**config.mk**
```make
export PLATFORM = sky130hd
export DESIGN_NAME = timer_sched_flat
export DESIGN_NICKNAME = d
export VERILOG_FILES = /design/src/rtl/timer_sched_pkg.sv /design/src/rtl/timer_sched_if.sv /design/src/rtl/timer_tick_cnt.sv /design/src/rtl/timer_sched.sv /design/src/flat_wrapper.sv
export SDC_FILE = /design/constraint.sdc
export NUM_CORES = 1
export LEC_CHECK = 0
export BUFFER_PORTS_ARGS = -buffer_cell sky130_fd_sc_hd__buf_2
export CAP_MARGIN = 25
export CORE_MARGIN = 8
export CORE_UTILIZATION = 55
export CTS_CLUSTER_SIZE = 30
export DETAILED_ROUTE_END_ITERATION = 12
export PLACE_DENSITY = 0.8
export SYNTH_ARGS = -nofsm -noshare
export SYNTH_HDL_FRONTEND = slang
export SYNTH_HIERARCHICAL = 1
export SYNTH_SLANG_ARGS = --single-unit
```
**constraint.sdc**
```tcl
create_clock -name sys_clk -period 2.78 [get_ports sys_clk]
set_clock_uncertainty 0.1 [all_clocks]
set_input_delay 0.278 -clock sys_clk [delete_from_list [all_inputs] [get_ports sys_clk]]
set_output_delay 0.278 -clock sys_clk [all_outputs]
set_load 0.005 [all_outputs]
```
**src/rtl/timer_sched_pkg.sv**
```systemverilog
// -----------------------------------------------------------------------------
// timer_sched_pkg
// Shared types and helpers for the timer scheduler:
//   state_e   - scheduler FSM states (IDLE/LOAD/RUN/FIN)
//   calc_div  - sys_clk cycles per timer tick, CLK_HZ / HZ
// -----------------------------------------------------------------------------
package timer_sched_pkg;

    typedef enum logic [1:0] {
        ST_IDLE = 2'd0,
        ST_LOAD = 2'd1,
        ST_RUN  = 2'd2,
        ST_FIN  = 2'd3
    } state_e;

    // Integer division; callers must choose CLK_HZ/HZ so the result is >= 2.
    function automatic int calc_div(input int clk_hz, input int hz);
        return clk_hz / hz;
    endfunction

endpackage

```
**src/rtl/timer_sched_if.sv**
```systemverilog
// -----------------------------------------------------------------------------
// timer_sched_if
// Requester-side bundle of the timer scheduler.
//   req        requester -> sched  level request, one bit per requester
//   req_ticks  requester -> sched  packed counts, requester i at [i*TW +: TW]
//   grant      sched -> requester  one-hot owner of the timer, or zero
//   done       sched -> requester  one-hot single-cycle expiry pulse
//   busy       sched -> requester  scheduler not idle
//   abort      requester -> sched  cancel running interval
//                                  (only with TIMER_SCHED_ABORT_EN defined)
// Modports: master = requester side, slave = scheduler side.
// -----------------------------------------------------------------------------
interface timer_sched_if #(
    parameter int N_REQ = 4,
    parameter int TW    = 8
);
    logic [N_REQ-1:0]    req;
    logic [N_REQ*TW-1:0] req_ticks;
    logic [N_REQ-1:0]    grant;
    logic [N_REQ-1:0]    done;
    logic                busy;
`ifdef TIMER_SCHED_ABORT_EN
    logic                abort;

    modport master (output req, req_ticks, abort, input grant, done, busy);
    modport slave  (input req, req_ticks, abort, output grant, done, busy);
`else
    modport master (output req, req_ticks, input grant, done, busy);
    modport slave  (input req, req_ticks, output grant, done, busy);
`endif
endinterface

```
**src/rtl/timer_tick_cnt.sv**
```systemverilog
// -----------------------------------------------------------------------------
// timer_tick_cnt
// Prescaler (0..DIV-1) feeding a tick_left down-counter.
//   sys_clk, sys_rst  clock, synchronous active-high reset
//   load              latch ticks (0 treated as 1), clear prescaler
//   en                count this cycle
//   abort             drop the running interval, clear both counters
//   ticks             tick count to latch on load
//   expire            high in the cycle whose edge completes the last tick
// -----------------------------------------------------------------------------
module timer_tick_cnt #(
    parameter int DIV = 10,
    parameter int TW  = 8
) (
    input  logic          sys_clk,
    input  logic          sys_rst,
    input  logic          load,
    input  logic          en,
    input  logic          abort,
    input  logic [TW-1:0] ticks,
    output logic          expire
);
    localparam int PW = $clog2(DIV);

    logic [PW-1:0] presc_q, presc_d;
    logic [TW-1:0] tick_left_q, tick_left_d;
    logic          wrap;

    assign wrap   = en && (presc_q == PW'(DIV - 1));
    assign expire = wrap && (tick_left_q == TW'(1));

    // NOTE: every comb output gets a default first so no path infers a latch.
    always_comb begin
        presc_d     = presc_q;
        tick_left_d = tick_left_q;
        if (load) begin
            presc_d     = '0;
            tick_left_d = (ticks == '0) ? TW'(1) : ticks;
        end else if (abort) begin
            presc_d     = '0;
            tick_left_d = '0;
        end else if (en) begin
            if (wrap) begin
                presc_d = '0;
                // Guarded so tick_left can never wrap below zero.
                if (tick_left_q != '0) tick_left_d = tick_left_q - TW'(1);
            end else begin
                presc_d = presc_q + PW'(1);
            end
        end
    end

    // NOTE: sequential state uses non-blocking assignments only.
    always_ff @(posedge sys_clk) begin
        if (sys_rst) begin
            presc_q     <= '0;
            tick_left_q <= '0;
        end else begin
            presc_q     <= presc_d;
            tick_left_q <= tick_left_d;
        end
    end

endmodule

```
**src/rtl/timer_sched.sv**
```systemverilog
// -----------------------------------------------------------------------------
// timer_sched
// Round-robin scheduler sharing one interval timer among N_REQ requesters.
//   sys_clk   sole clock, rising edge
//   sys_rst   synchronous active-high reset
//   bus       timer_sched_if.slave: req, req_ticks in; grant, done, busy out
//             (plus abort in when TIMER_SCHED_ABORT_EN is defined)
// Optional feature macro: TIMER_SCHED_ABORT_EN (abort in LOAD/RUN -> FIN).
// The counter is loaded on the IDLE->LOAD edge and counts through LOAD and
// RUN, so FIN begins exactly T*DIV cycles after the LOAD cycle.
// -----------------------------------------------------------------------------
module timer_sched
    import timer_sched_pkg::*;
#(
    parameter int CLK_HZ = 50_000_000,
    parameter int HZ     = 1000,
    parameter int N_REQ  = 4,
    parameter int TW     = 8
) (
    input  logic          sys_clk,
    input  logic          sys_rst,
    timer_sched_if.slave  bus
);
    localparam int DIV = calc_div(CLK_HZ, HZ);
    localparam int IW  = $clog2(N_REQ);

    state_e          state_q, state_d;
    logic [IW-1:0]   owner_q, owner_d;
    logic [IW-1:0]   rr_ptr_q, rr_ptr_d;
    logic [IW-1:0]   winner;
    logic            pick_found;
    logic [TW-1:0]   win_ticks;
    logic            load, en, abort_act, expire;

    // Round-robin pick: lowest requesting index at or above rr_ptr, wrapping.
    always_comb begin
        winner     = rr_ptr_q;
        pick_found = 1'b0;
        for (int k = 0; k < N_REQ; k++) begin
            if (!pick_found && bus.req[(int'(rr_ptr_q) + k) % N_REQ]) begin
                winner     = IW'((int'(rr_ptr_q) + k) % N_REQ);
                pick_found = 1'b1;
            end
        end
        win_ticks = bus.req_ticks[int'(winner)*TW +: TW];
    end

    // req/req_ticks are only consulted in IDLE, so changes while granted
    // have no effect on the running interval.
    assign load = (state_q == ST_IDLE) && pick_found;
    assign en   = (state_q == ST_LOAD) || (state_q == ST_RUN);

`ifdef TIMER_SCHED_ABORT_EN
    assign abort_act = bus.abort && en;
`else
    assign abort_act = 1'b0;
`endif

    timer_tick_cnt #(.DIV(DIV), .TW(TW)) u_tick_cnt (
        .sys_clk (sys_clk),
        .sys_rst (sys_rst),
        .load    (load),
        .en      (en),
        .abort   (abort_act),
        .ticks   (win_ticks),
        .expire  (expire)
    );

    // State register
    always_ff @(posedge sys_clk) begin
        if (sys_rst) begin
            state_q  <= ST_IDLE;
            owner_q  <= '0;
            rr_ptr_q <= '0;
        end else begin
            state_q  <= state_d;
            owner_q  <= owner_d;
            rr_ptr_q <= rr_ptr_d;
        end
    end

    // Next-state logic
    always_comb begin
        state_d  = state_q;
        owner_d  = owner_q;
        rr_ptr_d = rr_ptr_q;
        unique case (state_q)
            ST_IDLE: begin
                if (pick_found) begin
                    state_d = ST_LOAD;
                    owner_d = winner;
                end
            end
            ST_LOAD: state_d = abort_act ? ST_FIN : ST_RUN;
            // Abort and final tick together still give a single FIN.
            ST_RUN:  if (expire || abort_act) state_d = ST_FIN;
            ST_FIN: begin
                state_d  = ST_IDLE;
                rr_ptr_d = IW'((int'(owner_q) + 1) % N_REQ);
            end
            default: state_d = ST_IDLE;
        endcase
    end

    // Outputs decoded from registered state, hence one-hot by construction.
    always_comb begin
        bus.grant = '0;
        bus.done  = '0;
        bus.busy  = (state_q != ST_IDLE);
        if (state_q != ST_IDLE) bus.grant[owner_q] = 1'b1;
        if (state_q == ST_FIN)  bus.done[owner_q]  = 1'b1;
    end

endmodule

```
**src/flat_wrapper.sv**
```systemverilog
// flat-port wrapper written by rule: the top's interface ports become plain ports
module timer_sched_flat import timer_sched_pkg::*;
#(
    parameter int CLK_HZ = 50_000_000,
    parameter int HZ     = 1000,
    parameter int N_REQ  = 4,
    parameter int TW     = 8
)
  (sys_clk, sys_rst, bus_req, bus_req_ticks, bus_grant, bus_done, bus_busy);
  timer_sched_if #(.N_REQ(N_REQ), .TW(TW)) bus_i ();
  input  logic sys_clk;
  input  logic sys_rst;
  input wire logic [$bits(bus_i.req)-1:0] bus_req;
  input wire logic [$bits(bus_i.req_ticks)-1:0] bus_req_ticks;
  output wire logic [$bits(bus_i.grant)-1:0] bus_grant;
  output wire logic [$bits(bus_i.done)-1:0] bus_done;
  output wire logic [$bits(bus_i.busy)-1:0] bus_busy;
  assign bus_i.req = bus_req;
  assign bus_i.req_ticks = bus_req_ticks;
  assign bus_grant = bus_i.grant;
  assign bus_done = bus_i.done;
  assign bus_busy = bus_i.busy;
  timer_sched #(.CLK_HZ(CLK_HZ), .HZ(HZ), .N_REQ(N_REQ), .TW(TW)) u_core (.sys_clk(sys_clk), .sys_rst(sys_rst), .bus(bus_i));
endmodule
```
==> summary.txt <==
Critical path
  • Crit path buf inv count: 1
  • Cell Chain, Critical Path: and2b_1, a21oi_1, o211ai_4, buf_12, mux2i_1, mux2i_1, nor4_1, a21oi_1, or4_1, o221ai_1
  • Crit path largest cell delay: 0.42 ns
  • CP max stage cell: or4_1
  • Worst endpoint data arrival time: 2.73 ns
  • Crit path kind: register to register
  • Element type at the critical path end: register
  • Startpoint Class: register
  • Crit-path max FO: 11
  • WP data required: 2.88 ns
  • Top delay family on crit path: simple AND/OR/NAND/NOR gates

Hold path
  • Hold Path Class: input port to register

Timing
  • Worst-Margin Slew: 0.509 ns
  • Slew margin rel.: 66.0%
  • Crit path time final: 2.62 ns
  • Final worst slack: 0.155 ns
  • Fin. Hold Viols: 0
  • Hold_ws: 0.261 ns
  • Max-slew violations: 0
  • Tcrit/Tclk final: 94.4%
  • RSZ-0062 raised after global routing: false
  • Fmax: 381 MHz
  • Final setup violation count: 0

Route
  • Number of vias per cell: 5.74
  • Wirelength per Cell: 15.2 um
  • Initial DRT Pass Iterations: 4
  • DRC Markers: 0
  • Final wirelength: 5610 um
  • ANT nets after route: 0
  • Number of DRC markers in iteration 0: 153
  • Vias: 2123

Power
  • Power Dens Cells: 712 mW/mm^2
  • LEAKAGE: 1.18 nW
  • Total Power: 1.89 mW
  • Worst vdd ir: 0.000451 V

Floorplan
  • # rows: 23
  • Die Y: 79.6 um
  • Die width: 79.6 um
  • Initial core utilization: 56.4%
  • Core ar.: 0.00394 sq mm
  • Die ar.: 0.00633 sq mm
  • Ports: 47

Synth
  • Most numerous cell in the Yosys netlist: dfxtp_1
  • Count of cell types in the netlist: 51
  • Yosys Warn Count: 6
  • Synth async-reset ratio: 0%
  • Post-synthesis register bit count: 30
  • Most frequent cells after synthesis: dfxtp_1, nor2_1, mux2i_1
  • Post-synth top flop: dfxtp_1
  • Seq/Total Area, Yosys: 27.0%
  • Number of flops mapped to enable cells by yosys: 0
  • Cell Area, Synth: 0.00222 sq mm
  • Area leader, netlist: dfxtp_1
  • Post-Synthesis Cells: 260
  • Synth top area share: 27.0%
  • Area contributors post-synth: dfxtp_1, mux2i_1, ha_1
  • Average cell area after synthesis: 8.55 sq um

Clock tree
  • CTS tree: done
  • H-tree depth: 2
  • CTS root buf: clkbuf_8
  • Clock buffer depth: 2
  • Num CTS Buffers: 5
  • Clock latency on the worst-skew pair: 0.29 ns
  • Clock Pin Slew Worst Setup and Hold Paths: 0.07 ns
  • # clock sinks: 30
  • Hold_buf cts: 0

Place
  • Pre-CTS WS: -0.0657 ns
  • I/O Buffers: 46
  • GPL Wtd Cong: 0.856
  • Placed instance area: 0.00250 sq mm
  • DP Cell Count: 355
  • Hpwl dp: 4160 um

Global route
  • Vias in the first global route: 1989
  • Overflow after GRT: 0
  • Antenna violations before repair: 0
  • Largest net degree at the start of global routing: 19
  • First-pass GRT wire length: 9120 um
  • GRT Total Usage: 17.7%

Run
  • Maximum Capacitance Violations: 0

Cells and area
  • Area of the multi-input gates: 0.00153 sq mm
  • Nets: 368
  • Post-Layout Inst Area: 0.00266 sq mm
  • Final non-filler cell total: 370
  • Diodes inserted: 0
  • Sequential cell area: 601 sq um
  • Fill cells: 312
  • Syn-to-layout area delta: 19.5%
  • Layout cells sized above 1: 24.4%

Status
  • Status: complete, no violations
power by group:
group / leakage [nW] / switching (mW) / total, mW / internal [mW]
Combinational: 0.886 / 0.508 / 0.916 / 0.407
Sequential: 0.244 / 0.0986 / 0.602 / 0.504
Clock: 0.0472 / 0.174 / 0.373 / 0.199
layout by cell type (no fill, tap or decap), drive strengths merged, types with 3 or more instances in the layout:
| cell type | count |
|---|---|
| a211o | 5 |
| dfxtp | 30 |
| a21oi | 7 |
| nand2 | 15 |
| o31ai | 3 |
| or3 | 4 |
| inv | 9 |
| nor3 | 6 |
| a221oi | 3 |
| nor2 | 29 |
| ha | 11 |
| a211oi | 5 |
| and3 | 5 |
| buf | 58 |
| conb | 5 |
| and2b | 4 |
| or4 | 3 |
| and4 | 4 |
| nand4 | 8 |
| xor2 | 9 |
| o21ai | 8 |
| and2 | 4 |
| nor4 | 10 |
| nor2b | 5 |
| mux2i | 27 |
| nand3 | 11 |
| clkbuf | 6 |
routing by layer:
layer | vias to the layer above | track usage [%] | share of wire [%]
met3 | 10 | 4.62 | 7.3
li1 | 1073 | - | -
met1 | 978 | 22.3 | 45
met5 | - | 0 | 0
met4 | 0 | 5.93 | 1.6
met2 | 62 | 28.4 | 47
worst register-to-register path, cell delays in order, from the launching register on:
cell and delay (ns):
dfxtp_1 0.37, and2b_1 0.21, a21oi_1 0.23, o211ai_4 0.13, buf_12 0.16, mux2i_1 0.17, mux2i_1 0.16, nor4_1 0.32
a21oi_1 0.12, or4_1 0.42, o221ai_1 0.16
worst paths after layout:
check	startpoint	to	slack [ns]	cells after the start
setup / recovery	u_core/rr_ptr_q[0]$_SDFFE_PP0P_	u_core/u_tick_cnt/tick_left_q[0]$_SDFFE_PP0P_	0.16	10
hold / removal	sys_rst	u_core/state_q[1]$_SDFFE_PP0P_	0.26	2
setup reg to reg	u_core/rr_ptr_q[0]$_SDFFE_PP0P_	u_core/u_tick_cnt/tick_left_q[0]$_SDFFE_PP0P_	0.16	10
hold reg to reg	u_core/u_tick_cnt/presc_q[15]$_SDFFE_PP0P_	u_core/u_tick_cnt/presc_q[15]$_SDFFE_PP0P_	0.40	2
layout make-up:
type | instances | share of cell area [%]
multi-input combinational | 215 | 57.7
clock inverter | 2 | 0.471
clock buffer | 6 | 3.11
tap | 50 | 2.36
sequential | 30 | 22.6
timing repair buffer | 58 | 12.5
inverter | 9 | 1.27
kinds of logic after synthesis:
| group | count (synthesis) | share of synthesized area [%] |
|---|---|---|
| AO/OA/AOI/OAI | 40 | 13.8 |
| adder cells (fa/ha/maj) | 11 | 6.19 |
| other | 1 | 0.169 |
| AND/OR/NAND/NOR | 119 | 30.6 |
| XOR/XNOR | 11 | 4.33 |
| multiplexers | 29 | 13.2 |
| buffers and inverters | 19 | 4.78 |
| flip-flops | 30 | 27.0 |
metrics by stage:
step	setup TNS, ns	util [%]
2_1_floorplan	0	-
3_3_place_gp	0	63.3
3_5_place_dp	-0.0657	63.3
4_1_cts	0	67.4
5_1_grt	0	67.4
6_report	0	67.4
registers in the layout (all words and copies together), names as in the netlist:
name                           cells
u_core/u_tick_cnt/presc_q         16
u_core/u_tick_cnt/tick_left_q      8
u_core/rr_ptr_q                    2
u_core/owner_q                     2
u_core/state_q                     2
repair_timing:
item                       CTS  global route
gates resized for setup      0             0
setup endpoints to repair    1             0
setup buffers                7             0
No activity file was read; power rests on OpenSTA's default activity.
